===== src/rtl/event_sched_pkg.sv =====
// Shared definitions for the two-input event scheduler: value width derivation,
// the {value, addr} event record and the arbiter state encoding.
package event_sched_pkg;

  localparam int DATA_WIDTH_DEF = 14;
  localparam int ADDR_W         = 16;

  // Event values carry four guard bits above the filter pixel width.
  function automatic int calc_vw(input int dw);
    return dw + 4;
  endfunction

  localparam int VW_DEF = calc_vw(DATA_WIDTH_DEF);

  // The top and the FIFOs store events as {value, addr}, matching this layout.
  typedef struct packed {
    logic [VW_DEF-1:0] value;
    logic [ADDR_W-1:0] addr;
  } event_t;

  typedef enum logic {
    ST_IDLE = 1'b0,
    ST_HOLD = 1'b1
  } arb_state_e;

endpackage


===== src/rtl/event_fifo.sv =====
// Show-ahead synchronous FIFO: the head entry is visible on data_o while not empty,
// so the output slot can load it in the cycle right after the push.
module event_fifo #(
  parameter  int WIDTH = 34,
  parameter  int DEPTH = 4,
  localparam int AW    = $clog2(DEPTH),
  localparam int CW    = AW + 1
) (
  input  logic             clk,
  input  logic             rst_n,
  input  logic             push_i,
  input  logic             pop_i,
  input  logic [WIDTH-1:0] data_i,
  output logic [WIDTH-1:0] data_o,
  output logic [CW-1:0]    count_o,
  output logic             full_o,
  output logic             empty_o
);

  logic [WIDTH-1:0] mem_q [DEPTH];
  logic [AW-1:0]    wr_ptr_q, wr_ptr_d;
  logic [AW-1:0]    rd_ptr_q, rd_ptr_d;
  logic [CW-1:0]    count_q, count_d;

  // Pointers are exactly AW bits wide, so they wrap modulo DEPTH for free.
  always_comb begin
    wr_ptr_d = wr_ptr_q;
    rd_ptr_d = rd_ptr_q;
    count_d  = count_q;
    if (push_i) wr_ptr_d = wr_ptr_q + AW'(1);
    if (pop_i)  rd_ptr_d = rd_ptr_q + AW'(1);
    case ({push_i, pop_i})
      2'b10:   count_d = count_q + CW'(1);
      2'b01:   count_d = count_q - CW'(1);
      default: count_d = count_q;
    endcase
  end

  always_ff @(posedge clk) begin
    if (!rst_n) begin
      wr_ptr_q <= '0;
      rd_ptr_q <= '0;
      count_q  <= '0;
    end else begin
      wr_ptr_q <= wr_ptr_d;
      rd_ptr_q <= rd_ptr_d;
      count_q  <= count_d;
    end
  end

  always_ff @(posedge clk) begin
    if (push_i) mem_q[wr_ptr_q] <= data_i;
  end

  assign data_o  = mem_q[rd_ptr_q];
  assign count_o = count_q;
  assign full_o  = (count_q == CW'(DEPTH));
  assign empty_o = (count_q == '0);

endmodule


===== src/rtl/event_scheduler.sv =====
// Two-producer event scheduler: per-input FIFOs with skid-aware ready, drop counters,
// and a round-robin arbiter feeding a single registered output slot.
module event_scheduler
  import event_sched_pkg::*;
#(
  parameter  int DATA_WIDTH = DATA_WIDTH_DEF,
  parameter  int FIFO_DEPTH = 4,
  parameter  int SKID       = 2,
  localparam int VW         = calc_vw(DATA_WIDTH)
) (
  input  logic              clk,
  input  logic              rst_n,
  input  logic [VW-1:0]     in0_event_value,
  input  logic              in0_event_valid,
  input  logic [ADDR_W-1:0] in0_event_addr,
  input  logic [VW-1:0]     in1_event_value,
  input  logic              in1_event_valid,
  input  logic [ADDR_W-1:0] in1_event_addr,
  output logic              in0_ready,
  output logic              in1_ready,
  output logic [VW-1:0]     out_event_value,
  output logic [ADDR_W-1:0] out_event_addr,
  output logic              out_event_src,
  output logic              out_event_valid,
  input  logic              out_ready,
  output logic [7:0]        drop_count0,
  output logic [7:0]        drop_count1
);

  localparam int EW = VW + ADDR_W;
  localparam int CW = $clog2(FIFO_DEPTH) + 1;

  logic [EW-1:0] in_data    [2];
  logic [EW-1:0] head       [2];
  logic [CW-1:0] fifo_count [2];
  logic [7:0]    drop_w     [2];
  logic [1:0]    in_valid, push, pop, full, empty, ready_w;

  arb_state_e    state_q, state_d;
  logic          prio_q;
  logic          grant_valid, grant_src, load;
  logic [VW-1:0]     value_q;
  logic [ADDR_W-1:0] addr_q;
  logic              src_q;

  assign in_data[0] = {in0_event_value, in0_event_addr};
  assign in_data[1] = {in1_event_value, in1_event_addr};
  assign in_valid   = {in1_event_valid, in0_event_valid};

  genvar gi;
  generate
    for (gi = 0; gi < 2; gi++) begin : g_in
      logic [CW-1:0] cnt_next;
      logic          ready_q, ready_d;
      logic [7:0]    drop_q, drop_d;

      // A full FIFO still accepts when the arbiter pops it in the same cycle.
      assign push[gi] = in_valid[gi] & (~full[gi] | pop[gi]);

      event_fifo #(.WIDTH(EW), .DEPTH(FIFO_DEPTH)) u_fifo (
        .clk     (clk),
        .rst_n   (rst_n),
        .push_i  (push[gi]),
        .pop_i   (pop[gi]),
        .data_i  (in_data[gi]),
        .data_o  (head[gi]),
        .count_o (fifo_count[gi]),
        .full_o  (full[gi]),
        .empty_o (empty[gi])
      );

      // Ready is registered from the next count so it reflects the occupancy the
      // producer will see, leaving room for SKID events still in its pipeline.
      always_comb begin
        cnt_next = fifo_count[gi] + CW'(push[gi]) - CW'(pop[gi]);
        ready_d  = (32'(cnt_next) + 32'(SKID)) < 32'(FIFO_DEPTH);
        drop_d   = drop_q;
        if (in_valid[gi] && !push[gi] && (drop_q != 8'hFF)) drop_d = drop_q + 8'd1;
      end

      always_ff @(posedge clk) begin
        if (!rst_n) begin
          ready_q <= 1'b0;
          drop_q  <= '0;
        end else begin
          ready_q <= ready_d;
          drop_q  <= drop_d;
        end
      end

      assign ready_w[gi] = ready_q;
      assign drop_w[gi]  = drop_q;
    end
  endgenerate

  always_comb begin
    grant_valid = ~empty[0] | ~empty[1];
    grant_src   = (!empty[0] && !empty[1]) ? prio_q : empty[0];
    load        = grant_valid && ((state_q == ST_IDLE) || out_ready);
    pop         = 2'b00;
    if (load) pop[grant_src] = 1'b1;
    state_d = state_q;
    case (state_q)
      ST_IDLE: if (load) state_d = ST_HOLD;
      ST_HOLD: if (out_ready) state_d = load ? ST_HOLD : ST_IDLE;
      default: state_d = ST_IDLE;
    endcase
  end

  // Slot contents only change on load, keeping them stable under backpressure.
  always_ff @(posedge clk) begin
    if (!rst_n) begin
      state_q <= ST_IDLE;
      prio_q  <= 1'b0;
      value_q <= '0;
      addr_q  <= '0;
      src_q   <= 1'b0;
    end else begin
      state_q <= state_d;
      if (load) begin
        {value_q, addr_q} <= head[grant_src];
        src_q             <= grant_src;
        prio_q            <= ~grant_src;
      end
    end
  end

  assign out_event_value = value_q;
  assign out_event_addr  = addr_q;
  assign out_event_src   = src_q;
  assign out_event_valid = (state_q == ST_HOLD);
  assign in0_ready       = ready_w[0];
  assign in1_ready       = ready_w[1];
  assign drop_count0     = drop_w[0];
  assign drop_count1     = drop_w[1];

endmodule


===== config.mk =====
export PLATFORM = sky130hd
export DESIGN_NAME = event_scheduler
export DESIGN_NICKNAME = d
export VERILOG_FILES = /design/src/rtl/event_sched_pkg.sv /design/src/rtl/event_fifo.sv /design/src/rtl/event_scheduler.sv
export SDC_FILE = /design/constraint.sdc
export NUM_CORES = 1
export LEC_CHECK = 0
export ABC_CLOCK_PERIOD_IN_PS = 8340
export CELL_PAD_IN_SITES_DETAIL_PLACEMENT = 0
export CELL_PAD_IN_SITES_GLOBAL_PLACEMENT = 1
export CORE_AREA = 2 2 233 235
export DETAILED_ROUTE_END_ITERATION = 10
export DIE_AREA = 0 0 235 237
export PLACE_DENSITY_LB_ADDON = 0.1
export SLEW_MARGIN = 0
export SYNTH_ARGS = -nofsm -noshare
export SYNTH_HDL_FRONTEND = slang
export SYNTH_SLANG_ARGS = --single-unit

===== constraint.sdc =====
create_clock -name clk -period 8.34 [get_ports clk]
set_clock_uncertainty 0.05 [all_clocks]
set_input_delay 1.668 -clock clk [delete_from_list [all_inputs] [get_ports clk]]
set_output_delay 1.668 -clock clk [all_outputs]
set_load 0.1 [all_outputs]

* Word-level counts from Yosys, hierarchy flattened
Memory sizes are Yosys's and may differ from the RTL's. A register that Yosys moved wholly into a read port is not among the register bits.
Cells that the tools add are included.
W data, S select, Z words.
** Storage, ports and cells
- Memory bits (read-only) :: 0
- Word-level logic and storage cells :: 94
- Register bits :: 69
- Memories :: 2
- Latch bits :: 0
- RAM bits :: 272
- Output and inout port bits :: 54
** Cells by class
- Bitwise operators :: 12
- Add/subtract/negate cells :: 16
- Divide/modulo/power cells :: 0
- Multiplexer cells :: 20
- Order comparisons :: 5
- Reduce and logical (&&, ||, !) cells :: 16
- Eq/ne operators :: 8
- Multiply operators :: 0
- Shifts and indexed selects :: 0
** Memories
- g_in[0].u_fifo.mem_q :: depth 4, bits a word 34, read ports 1, clocked after Yosys merged registers in 1, wr ports 1, line event_fifo.sv:20 : logic [WIDTH-1:0] mem_q [DEPTH];
- g_in[1].u_fifo.mem_q :: depth 4, bits a word 34, read ports 1, clocked after Yosys merged registers in 1, wr ports 1, line event_fifo.sv:20
** Operator list (number)
- $mux W34 :: 3
- $add A8 B1 Y8 const B :: 2
- $ne A8 B8 Y1 const B :: 2
- $pmux W3 S2 :: 2
- $mux W2 :: 5
- $add A2 B1 Y2 const B :: 4
- $add A3 B2 Y4 const B :: 2
- $lt A4 B3 Y1 const B :: 2
- $mux W1 :: 8
- $logic_and A1 B1 Y1 :: 7
- $add A3 B1 Y3 :: 2
- $add A3 B1 Y3 const B :: 2
- $eq A3 B3 Y1 const B :: 2
- $logic_not A3 Y1 :: 2
- $not A1 Y1 :: 6
- $sub A3 B1 Y3 :: 2
- $sub A3 B1 Y3 const B :: 2
- $eq A2 B1 Y1 const B :: 2
- $eq A2 B2 Y1 const B :: 2
- $logic_not A1 Y1 :: 4
- $reduce_bool A2 Y1 :: 2
- $or A1 B1 Y1 :: 3
- $and A1 B1 Y1 :: 2
- $ge A2 B2 Y1 const B :: 1
- other kinds (6) :: 6

* Depth between registers and ports, before layout
- Depth in word-level cells :: 15
- Depth in mapped cells :: 11
- Depth with buffers taken out :: 9

* By module
A second synthesis with hierarchy kept.
** Unflattened totals
- Cells, all modules :: 697
- Area, all modules :: 13192.7 um2
** By module, submodules not included
- event_fifo :: instances 2, area each 5405.2 um2, sequential area each 4264.1 um2, cells each 224
- event_scheduler :: instances 1, area each 2382.3 um2, sequential area each 1101.1 um2, cells each 249

* Worst setup path before layout
OpenSTA, ideal clock, no wires.
- Kind :: input -> register
- From :: input port out_ready
- To :: register g_in[1].ready_q, in the netlist in1_ready
- Slack :: 4.220 ns
- Setup time :: 0.116 ns
- Buffers on the path :: 2
- Required time :: 8.174 ns
- Arrival :: 3.954 ns
- Stages on the path :: 10
- Path through :: nand2b_1 -> o211a_1 -> buf_2 -> buf_1 -> ha_1 -> or2b_1 -> fa_1 -> xor2_1 -> xnor2_1 -> and3_1
** On the way
- Longest elaborated chain between the ends :: 9
** RTL lines
- start, declared :: line event_scheduler.sv:25 : input logic out_ready,
- $logic_or A1 B1 Y1 (*) :: line event_scheduler.sv:99 : load = grant_valid && ((state_q == ST_IDLE) || out_ready);
- $logic_and A1 B1 Y1 (*) :: line event_scheduler.sv:99
- $mux W2 (*) :: line event_scheduler.sv:101 : if (load) pop[grant_src] = 1'b1;
- via g_in[1].u_fifo.pop_i :: line event_fifo.sv:12 : input logic pop_i,
- $or A1 B1 Y1 :: line event_scheduler.sv:58 : assign push[gi] = in_valid[gi] & (~full[gi] | pop[gi]);
- $and A1 B1 Y1 :: line event_scheduler.sv:58
- $add A3 B1 Y3 :: line event_scheduler.sv:75 : cnt_next = fifo_count[gi] + CW'(push[gi]) - CW'(pop[gi]);
- $sub A3 B1 Y3 (*) :: line event_scheduler.sv:75
- $add A3 B2 Y4 (*) :: line event_scheduler.sv:76 : ready_d = (32'(cnt_next) + 32'(SKID)) < 32'(FIFO_DEPTH);
- $lt A4 B3 Y1 (*) :: line event_scheduler.sv:76
- end signal, assigned :: line event_scheduler.sv:86 : ready_q <= ready_d;
- end, declared :: line event_scheduler.sv:54 : logic ready_q, ready_d;
Mark *: on every way through the listed nets, which the timed path passes. The rest lies on a longest branch.
A chain may end at the register's enable or synchronous reset.

* Final worst setup path
- From :: input port out_ready
- To :: register g_in[1].ready_q, in the netlist in1_ready
** On the way
- Longest elaborated chain between the ends :: 9
** RTL lines (line)
- $logic_or A1 B1 Y1 (*) :: event_scheduler.sv:99
- $logic_and A1 B1 Y1 (*) :: event_scheduler.sv:99
- $mux W2 (*) :: event_scheduler.sv:101
- $or A1 B1 Y1 :: event_scheduler.sv:58
- $and A1 B1 Y1 :: event_scheduler.sv:58
- $add A3 B1 Y3 :: event_scheduler.sv:75
- $sub A3 B1 Y3 (*) :: event_scheduler.sv:75
- $add A3 B2 Y4 (*) :: event_scheduler.sv:76
- $lt A4 B3 Y1 (*) :: event_scheduler.sv:76
Every way passes the cells marked *; elsewhere a longest branch is shown, timed or not.

==> summary by stage <==
Global route
The wire length of the first global-routing pass is just under 50 mm. The maximum number of pins on one net before global-route repair is a little under 60. The total global routing overflow is 0. The total track usage is 0.118. The number of global-route vias before repair is around 7300. The initial antenna violation count is 0.

Timing
The number of setup violations in the final report is 0. After routing, the total negative slack on setup checks comes to 0 ps. The number of max-slew violations in the final report is 0. Dividing the final minimum period by the clock period gives 0.575. The top achievable clock speed is roughly 210 MHz.

The measured slew at the worst slew-check pin is 1100 ps. In this run the tightest slew margin relative to its limit is 0.267. The minimum clock period is between 4000 and 5000 ps. Setup repair after global routing left no endpoint under its margin. The final number of hold-violating endpoints came to 0.

Critical path
The length in cells of the worst reg-to-reg path is 9. The arrival time reported for the critical path endpoint is roughly 5200 ps. The largest single stage delay on the critical path is 750 ps. The required time at the worst-slack endpoint is around 9000 ps.

The critical path capture point type is a register. Of all nets on the critical path, the largest fanout is 50. Walking the worst path, the cells encountered are clkdlybuf4s50_1 > nand2b_1 > o211a_4 > o21ai_0 > ha_1 > or2b_1 > fa_1 > xor2_1 > xnor2_1 > and3_1.

The critical-path cell with the highest stage delay is o211a_4. STA classifies the critical path startpoint as an input pin. The type of the setup path with the least slack is in -> reg.

Detailed routing
For this run, design rule violations remaining after detail routing come to 0. The routed wirelength normalized by instance count is about 20 um. The count of nets left with antenna violations once routing finished came out at 0. After the first detailed-routing iteration, the DRC count stood at roughly 500.

The number of vias per cell after detailed routing is between 4 and 5. For this run, the detailed router's first-pass iteration total came to 4. The routed wire length is roughly 33 mm. The total number of vias is 6919.

Synth
Of the total synthesized cell area, the portion taken by AND, OR, NAND and NOR gates is 0.0505. In this run, synthesis inferred 272 flip-flops with an integrated enable. The number of nets in the synthesized netlist is 831.

Yosys mapped the design onto 44 distinct sky130hd cell types. Of all flip-flops after synthesis, the portion carrying an async set or reset was 0. The summed instance area of the synthesized netlist is 0.0132 mm^2.

The dominant register cell in the synthesized netlist is edfxtp_1. The sequential fraction of the synthesis area is 0.731. The post-synthesis average cell area is around 18 um^2. By area, the combinational part of the netlist is dominated by multiplexers. The share of synthesized area spent on multiplexers is 0.125. The gate count after technology mapping is 740.

Of the total synthesized cell area, the portion taken by full adders, half adders and majority gates is 0.0194. The xor/xnor share of the synthesized area is 0.00732. The synthesized flop and latch total is approximately 350. The warning count from the yosys run is 0. The area fraction in compound gates after synthesis came to 0.0503.

Floorplanning
For this configuration, the core starts out at a cell density of 0.247. about 130 I/O pins were placed. The x dimension of the die is ~240 um.

The die height is between 200 and 250 um. The die covers about 0.056 mm^2. The placeable core region is 0.0533 mm^2.

In this run the core area contains between 80 and 90 standard-cell rows.

Power
The analysis attributes to cell leakage a power of 5.19 nW. The areal power density over the cells is 371 mW/mm^2. The largest voltage drop on the vdd net is around 280 uV. Power comes to 6.12 mW.

Clock network
Hold repair after CTS inserted 0 buffers. In this run the number of H-tree levels came out at 2. The post-CTS setup repair buffer count is 0.

The CTS tree is done. Clock tree synthesis inserted a total of between 40 and 50 buffers. The tree is rooted in a clkbuf_16. The clock latency on the worst-skew pair is between 500 and 600 ps. Gates resized during post-CTS repair numbered 0. The buffer depth of the longest clock path is 3. The clock-pin slew on the worst setup and hold paths is roughly 60 ps. The total number of clock tree sinks is about 350.

Cells and area
The number of nets in the finished design is approximately 960. The layout cell share with drive strength beyond 1 is 0.162. Once layout is done, the placed cells without fillers occupy 0.0165 mm^2.

Relative to the synthesized area, the layout overhead comes to 25.1%. 0 antenna diodes ended up in the layout.

Hold path
The min-delay analysis places its worst path in the category reg -> reg. The number of cells traversed by the worst hold path is 2.

Flow run
The number of max-cap violations is 0.

Placement
The placed wire-length estimate is roughly 19 mm. Summing all placed instances gives a cell area of 0.0152 mm^2. Input and output buffers added on the ports amount to between 100 and 150.

The final weighted congestion of routability-driven global placement is ~0.66.

Run status
The run finished with clean final reports.
-- where the power goes --
group	switching, mW	total, mW	leakage, nW	internal, mW
logic	1.37	2.03	1.46	0.665
registers	0.233	2.34	3.10	2.11
clock network	0.704	1.75	0.632	1.04
total	2.30	6.12	5.19	3.82
-- path summary, 6_finish.rpt --
| check | to | slack [ps] | startpoint |
|---|---|---|---|
| setup / recovery | in1_ready | 3550 | out_ready |
| hold / removal | out_event_value[13] | 400 | out_event_value[13] |
| setup reg to reg | in1_ready | 4740 | g_in[1].u_fifo.count_o[1] |
| hold reg to reg | out_event_value[13] | 400 | out_event_value[13] |
-- layer usage --
metal | up-vias | wire (um) | global-route usage
met5 | - | 0 | 0
met4 | 0 | 1040 | 0.0504
met3 | 53 | 1140 | 0.0220
met2 | 125 | 16000 | 0.197
met1 | 3531 | 14500 | 0.150
li1 | 3210 | - | -
-- final cells by class --
class,instances,area (um^2)
clock inverters,19,199
repair buffers,129,1280
clock buffers,56,1090
inverters,13,48.8
fillers,5211,36800
flip-flops and latches,345,9640
multi-input cells,342,3350
well taps,696,871
-- flip-flops by register name, summed over array words and instances, names as in the netlist, named ones only --
name and count:
drop_count0 8, drop_count1 8, g_in.u_fifo.count_o 6, g_in.u_fifo.mem_q 272
g_in.u_fifo.rd_ptr_q 4, g_in.u_fifo.wr_ptr_q 4, in0_ready 1, in1_ready 1
out_event_addr 16, out_event_src 1, out_event_valid 1, out_event_value 18
prio_q 1
-- synthesized netlist by cell type, types with 3 or more instances --
| master | instances | share of area |
|---|---|---|
| nand2b_1 | 9 | 0.0043 |
| nor2_1 | 15 | 0.0043 |
| o21ai_0 | 6 | 0.0023 |
| a21oi_1 | 48 | 0.018 |
| and3_1 | 17 | 0.0081 |
| inv_1 | 13 | 0.0037 |
| o31ai_1 | 4 | 0.0023 |
| nor3_1 | 3 | 0.0011 |
| buf_1 | 4 | 0.0011 |
| o41ai_1 | 3 | 0.0020 |
| or4_1 | 4 | 0.0023 |
| fa_1 | 4 | 0.0061 |
| mux4_2 | 68 | 0.12 |
| dfxtp_1 | 73 | 0.11 |
| ha_1 | 14 | 0.013 |
| edfxtp_1 | 272 | 0.62 |
| nand2_1 | 55 | 0.016 |
| mux2i_1 | 11 | 0.0084 |
| clkbuf_1 | 21 | 0.0060 |
| nand3_1 | 5 | 0.0019 |
| or3_1 | 6 | 0.0029 |
| nand4_1 | 6 | 0.0029 |
| nor4_1 | 4 | 0.0019 |
| xor2_1 | 5 | 0.0033 |
| xnor2_1 | 6 | 0.0040 |
| a22oi_1 | 33 | 0.019 |
| buf_2 | 14 | 0.0053 |
-- metrics by stage --
stage	worst slack [ps]	std cells	hold WS, ps	util
floorplan	4220	740	421	-
global placement	2970	1525	393	0.285
detailed placement	2950	1525	397	0.285
CTS	3550	1600	405	0.309
global route	3320	1600	424	0.309
finish	3550	1600	400	0.309
-- cell families (layout without fill, tap and decap cells) --
group                    Yosys count  in the layout
flip-flops                       345            345
AND/OR/NAND/NOR                  131            131
AO/OA/AOI/OAI                    103            103
multiplexers                      79             79
buffers and inverters             53            217
adder cells (fa/ha/maj)           18             18
XOR/XNOR                          11             11
-- cell usage in the layout, fill, tap and decap left out, drive strengths merged, types with 5 or more instances in the layout --
cell	Yosys	final
nand4	6	6
clkbuf	21	56
nand3	5	5
and3	17	17
a22oi	33	33
a21oi	48	48
nor2	15	15
edfxtp	272	272
inv	13	16
ha	14	14
nand2b	9	9
nand2	55	55
dfxtp	73	73
mux2i	11	11
clkinv	0	12
mux4	68	68
o31ai	5	5
o21ai	7	7
clkdlybuf4s50	0	126
xor2	5	5
xnor2	6	6
or3	6	6
-- worst max-delay path: cells and delay by family --
| kind | cells | cell delay, ps |
|---|---|---|
| fa+ha+maj | 2 | 850 |
| buf+inv | 1 | 450 |
| compound gates | 2 | 1180 |
| xor+xnor | 2 | 290 |
| simple gates | 3 | 740 |
No activity file was read; power rests on OpenSTA's default activity.
==> RTL edit 1, RTL diff (same settings) <==
Change the package constant `DATA_WIDTH_DEF` from 14 to 10.
--- a/src/rtl/event_sched_pkg.sv
+++ b/src/rtl/event_sched_pkg.sv
@@ -3,5 +3,5 @@
 package event_sched_pkg;
 
-  localparam int DATA_WIDTH_DEF = 14;
+  localparam int DATA_WIDTH_DEF = 10;
   localparam int ADDR_W         = 16;
 
Ports: changed (resized in0_event_value, in1_event_value and out_event_value); port bits go from 127 to 115. The function was not compared with the original's and may differ.
==> RTL edit 1 against the original RTL <==
Cell area is 8.6% lower. Routed wire length is 6.7% lower. Worst setup slack improved by 0.19 ns. Area after synthesis down 10%. Synthesized cell count fell by 8.1%. Via count shrank 6.7%. Die area is the same. Sequential cell count down 36. Total power shrank 7.8%. Largest cell class unchanged. Largest power group unchanged.
==> RTL edit 1: results (changes against the original RTL) <==
total CTS buffers 39 (was 41); syn nets 763 (was 831); antenna fix cells 0 (unchanged); VDD IR max 0.230 mV (was 0.277 mV); final net count 885 (was 963); largest net degree at the start of global routing 48 (was 59); Synth Warn # 0 (unchanged); Vias/cell 4.22 (was 4.32); Seq/Total Area, Yosys 0.725 (was 0.731); Synth Area per Inst 17.4 µm² (was 17.8 µm²); post-synthesis adder-cell area fraction 0.0216 (was 0.0194); buffers added on ports 114 (was 126); CP peak stage delay 0.73 ns (was 0.75 ns); top cells by area, synth edfxtp_1 61%, dfxtp_1 12%, mux4_2 11% (was edfxtp_1 62%, mux4_2 12%, dfxtp_1 11%); Hold WC Path Type flop to flop (unchanged); reg-to-reg critical path endpoint in1_ready (unchanged); Hold Startpoint out_event_addr[7] (was out_event_value[13]); Resized Gates After CTS 0 (unchanged); WL final 30.5 mm (was 32.7 mm); asr flop ratio synth 0 (unchanged); total global-route track usage 0.110 (was 0.118); Largest register FFs 240 (was 272); xor and xnor area share after synthesis 0.00814 (was 0.00732); Biggest register g_in.u_fifo.mem_q (unchanged); slowest stage cell, crit path o211a_4 (unchanged); leakage 0.00476 µW (was 0.00519 µW); CTS Buffer Depth 3 (unchanged); Post-CTS Repair Setup Buffers 0 (unchanged); R2R setup slack 4.96 ns (was 4.74 ns); Clock Latency Late Sink 0.55 ns (about the same); Iter 0 DRT Violations 328 (was 496); most frequent cells after synthesis 240 x edfxtp_1, 69 x dfxtp_1, 60 x mux4_2 (was 272 x edfxtp_1, 73 x dfxtp_1, 68 x mux4_2); CP top delay family compound AO/OA/AOI/OAI gates (unchanged); Post-synth EDFFs 240 (was 272); vias 6453 (was 6919); dpl ws 3.17 ns (was 2.95 ns); CP arrival 4.97 ns (was 5.19 ns); Hold Path Sink out_event_addr[7] (was out_event_value[13]); first-pass GRT wire length 45.6 mm (was 48.5 mm); hold depth 2 (unchanged); Worst-path clk slew 0.05 ns; vias in the first global route 7165 (was 7304); status completed (unchanged); Slew HR 0.307 (was 0.267); gp weighted congestion 0.672 (was 0.657); multiplexer share of the synthesized area 0.123 (was 0.125); Root Buffer clkbuf_16 (unchanged); Netlist cell types 43 (was 44); fraction of layout cells with a size suffix above 1 0.172 (was 0.162); worst-path maximum fanout 47 (was 50); DP Cell Count 1457 (was 1525); DR pass1 iterations 4 (unchanged); HPWL Detailed 18.2 mm (was 19.2 mm); compound-cell area share of the yosys netlist 0.0516 (was 0.0503)
[RTL edit 1: changes by cell type in the layout (fill, tap and decap cells not counted), sizes merged, moves of 2 or more]
cell | before | now
mux4 | 68 | 60
dfxtp | 73 | 69
clkdlybuf4s50 | 126 | 114
inv | 16 | 14
clkbuf | 56 | 53
o41ai | 3 | 1
a22oi | 33 | 29
nand2 | 55 | 51
edfxtp | 272 | 240
a21oi | 48 | 45
[RTL edit 1: worst min-delay path, stage by stage, from the launching register on]
cell	delay (ns)
dfxtp_1	0.30
nand2_1	0.05
a21oi_1	0.05
[RTL edit 1: metrics by stage]
step,hold slack [ns],cell area (µm²)
2_1_floorplan,0.421,11800
3_3_place_gp,0.393,13800
3_5_place_dp,0.397,13800
4_1_cts,0.405,15100
5_1_grt,0.425,15100
6_report,0.402,15100
[RTL edit 1: layer usage]
layer | GRT usage | part of all wire | vias to the layer above
li1 | - | - | 2948
met1 | 0.135 | 0.43 | 3311
met2 | 0.189 | 0.50 | 136
met3 | 0.0272 | 0.043 | 58
met4 | 0.0405 | 0.028 | 0
met5 | 0 | 0 | -
[RTL edit 1: how the worst max path moves through the flow]
stage | start | endpoint | slack, ns | cells after the start
global route | out_ready | in1_ready | 3.54 | 10
finish | out_ready | in1_ready | 3.74 | 10
CTS | out_ready | in1_ready | 3.75 | 10
detailed placement | out_ready | in1_ready | 3.17 | 10
global placement | out_ready | in1_ready | 3.27 | 10
floorplan | out_ready | in0_ready | 4.30 | 10
[RTL edit 1: cells by family (layout without fill, tap and decap cells)]
logic type               Yosys count  in the layout
XOR/XNOR                          11             11
AO/OA/AOI/OAI                     96             96
adder cells (fa/ha/maj)           18             18
AND/OR/NAND/NOR                  127            127
multiplexers                      71             71
buffers and inverters             48            200
flip-flops                       309            309
[RTL edit 1: cell type report]
class	instances	area [µm²]
clock inverters	18	205
well taps	696	871
multi-input cells	323	3090
fillers	5259	38200
inverters	13	48.8
clock buffers	53	1090
repair buffers	116	1160
flip-flops and latches	309	8600
[RTL edit 1: where the power goes]
part | internal, µW | switching [µW]
logic | 606 | 1260
clock network | 1040 | 638
registers | 1890 | 213
total | 3540 | 2110
==> RTL edit 2, RTL diff (config.mk and constraints unchanged) <==
Made on the original files. Register the outputs `drop_count0` and `drop_count1`, with the module's reset; this adds one clock of latency there. The other outputs are not delayed to match.
--- a/src/rtl/event_scheduler.sv
+++ b/src/rtl/event_scheduler.sv
@@ -132,6 +132,13 @@
   assign in0_ready       = ready_w[0];
   assign in1_ready       = ready_w[1];
-  assign drop_count0     = drop_w[0];
-  assign drop_count1     = drop_w[1];
+  always_ff @(posedge clk) begin
+    if (!rst_n) begin
+      drop_count0 <= '0;
+      drop_count1 <= '0;
+    end else begin
+      drop_count0 <= drop_w[0];
+      drop_count1 <= drop_w[1];
+    end
+  end
 
 endmodule
Function: same outputs for any inputs over 4 cycles, from zero or initial values and one cycle with rst_n low; that may be too few to reach the edited logic, so the function may still have changed.
==> RTL edit 2 against the original RTL <==
Total power up 1.7%. Register-to-register slack better by 0.08 ns. Cell area up 2.8%. Routed wire length up 3.6%. Synthesized cell count up 3.6%. Area after synthesis up 3.1%. Sequential cell count up 16. Worst setup slack better by 0.085 ns. Critical endpoint unchanged.
==> RTL edit 2: results (changes against the original RTL) <==
first-pass GRT wire length 50.3 mm (was 48.5 mm); Seq/Total Area, Yosys 0.733 (was 0.731); Vias/cell 4.36 (was 4.32); reg2reg start g_in[1].u_fifo.count_o[2] (was g_in[1].u_fifo.count_o[1]); number of fill cells 5128 (was 5211); total CTS buffers 42 (was 41); WL final 33.9 mm (was 32.7 mm); status completed (unchanged); Hold Startpoint out_event_addr[4] (was out_event_value[13]); leakage 0.00546 µW (was 0.00519 µW); Netlist cell types 49 (was 44); initial antenna violation count 2 (was 0); top cells by area, synth edfxtp_1 60%, dfxtp_1 13%, mux4_2 11% (was edfxtp_1 62%, mux4_2 12%, dfxtp_1 11%); post-synthesis adder-cell area fraction 0.0188 (was 0.0194); final instance area 0.0169 mm² (was 0.0165 mm²); xor and xnor area share after synthesis 0.00710 (was 0.00732); largest net degree at the start of global routing 51 (was 59); dpl ws 3.02 ns (was 2.95 ns); Hold WS 0.399 ns (was 0.400 ns); CP peak stage delay 0.71 ns (was 0.75 ns); VDD IR max 0.226 mV (was 0.277 mV); Hold Path Sink out_event_addr[4] (was out_event_value[13]); R2R setup slack 4.82 ns (was 4.74 ns); compound-cell area share of the yosys netlist 0.0471 (was 0.0503); gp weighted congestion 0.664 (was 0.657); worst-margin pin slew 1.02 ns (was 1.10 ns)
## RTL edit 2: changes by cell type after synthesis, sizes merged, moves of 3 or more
cell | before | now
and2 | 1 | 14
dfxtp | 73 | 89
mux2 | 0 | 10
mux2i | 11 | 4
nand2 | 55 | 47
nand2b | 9 | 2
nor2 | 15 | 25
nor3 | 3 | 6
## RTL edit 2: logic make-up after synthesis
| logic type | after synthesis |
|---|---|
| adders and majority gates | 18 |
| DFF | 361 |
| AOI/OAI and AO/OA | 99 |
| buffers and inverters | 56 |
| and+or+nand+nor | 140 |
| xor gates and xnor gates | 11 |
| muxes | 82 |
## RTL edit 2: where the power goes
| part | switching (µW) | internal, µW | total, µW |
|---|---|---|---|
| registers | 228 | 2190 | 2410 |
| logic | 1370 | 668 | 2040 |
| clock network | 714 | 1060 | 1770 |
| total | 2310 | 3910 | 6220 |
## RTL edit 2: worst max path at each step
stage	from	endpoint	cells past startpoint	slack (ns)
6_report	out_ready	in1_ready	10	3.63
5_1_grt	out_ready	in1_ready	10	3.38
4_1_cts	out_ready	in1_ready	10	3.59
3_5_place_dp	out_ready	in1_ready	10	3.02
3_3_place_gp	out_ready	in1_ready	10	3.06
2_1_floorplan	out_ready	in1_ready	9	4.27
## RTL edit 2: per-layer routing
layer / up-vias / wire length [µm] / global-route usage
met5: - / 21 / 0
met4: 4 / 566 / 0.0384
met3: 40 / 1480 / 0.0275
met2: 135 / 16400 / 0.201
met1: 3654 / 15400 / 0.160
li1: 3293 / - / -
## RTL edit 2: cell type report
cell class | count | share of cell area
Sequential cell | 361 | 0.588
Multi-Input combinational cell | 350 | 0.201
Timing Repair Buffer | 134 | 0.0780
Clock buffer | 66 | 0.0740
Tap cell | 696 | 0.0514
Clock inverter | 12 | 0.00465
Inverter | 15 | 0.00332
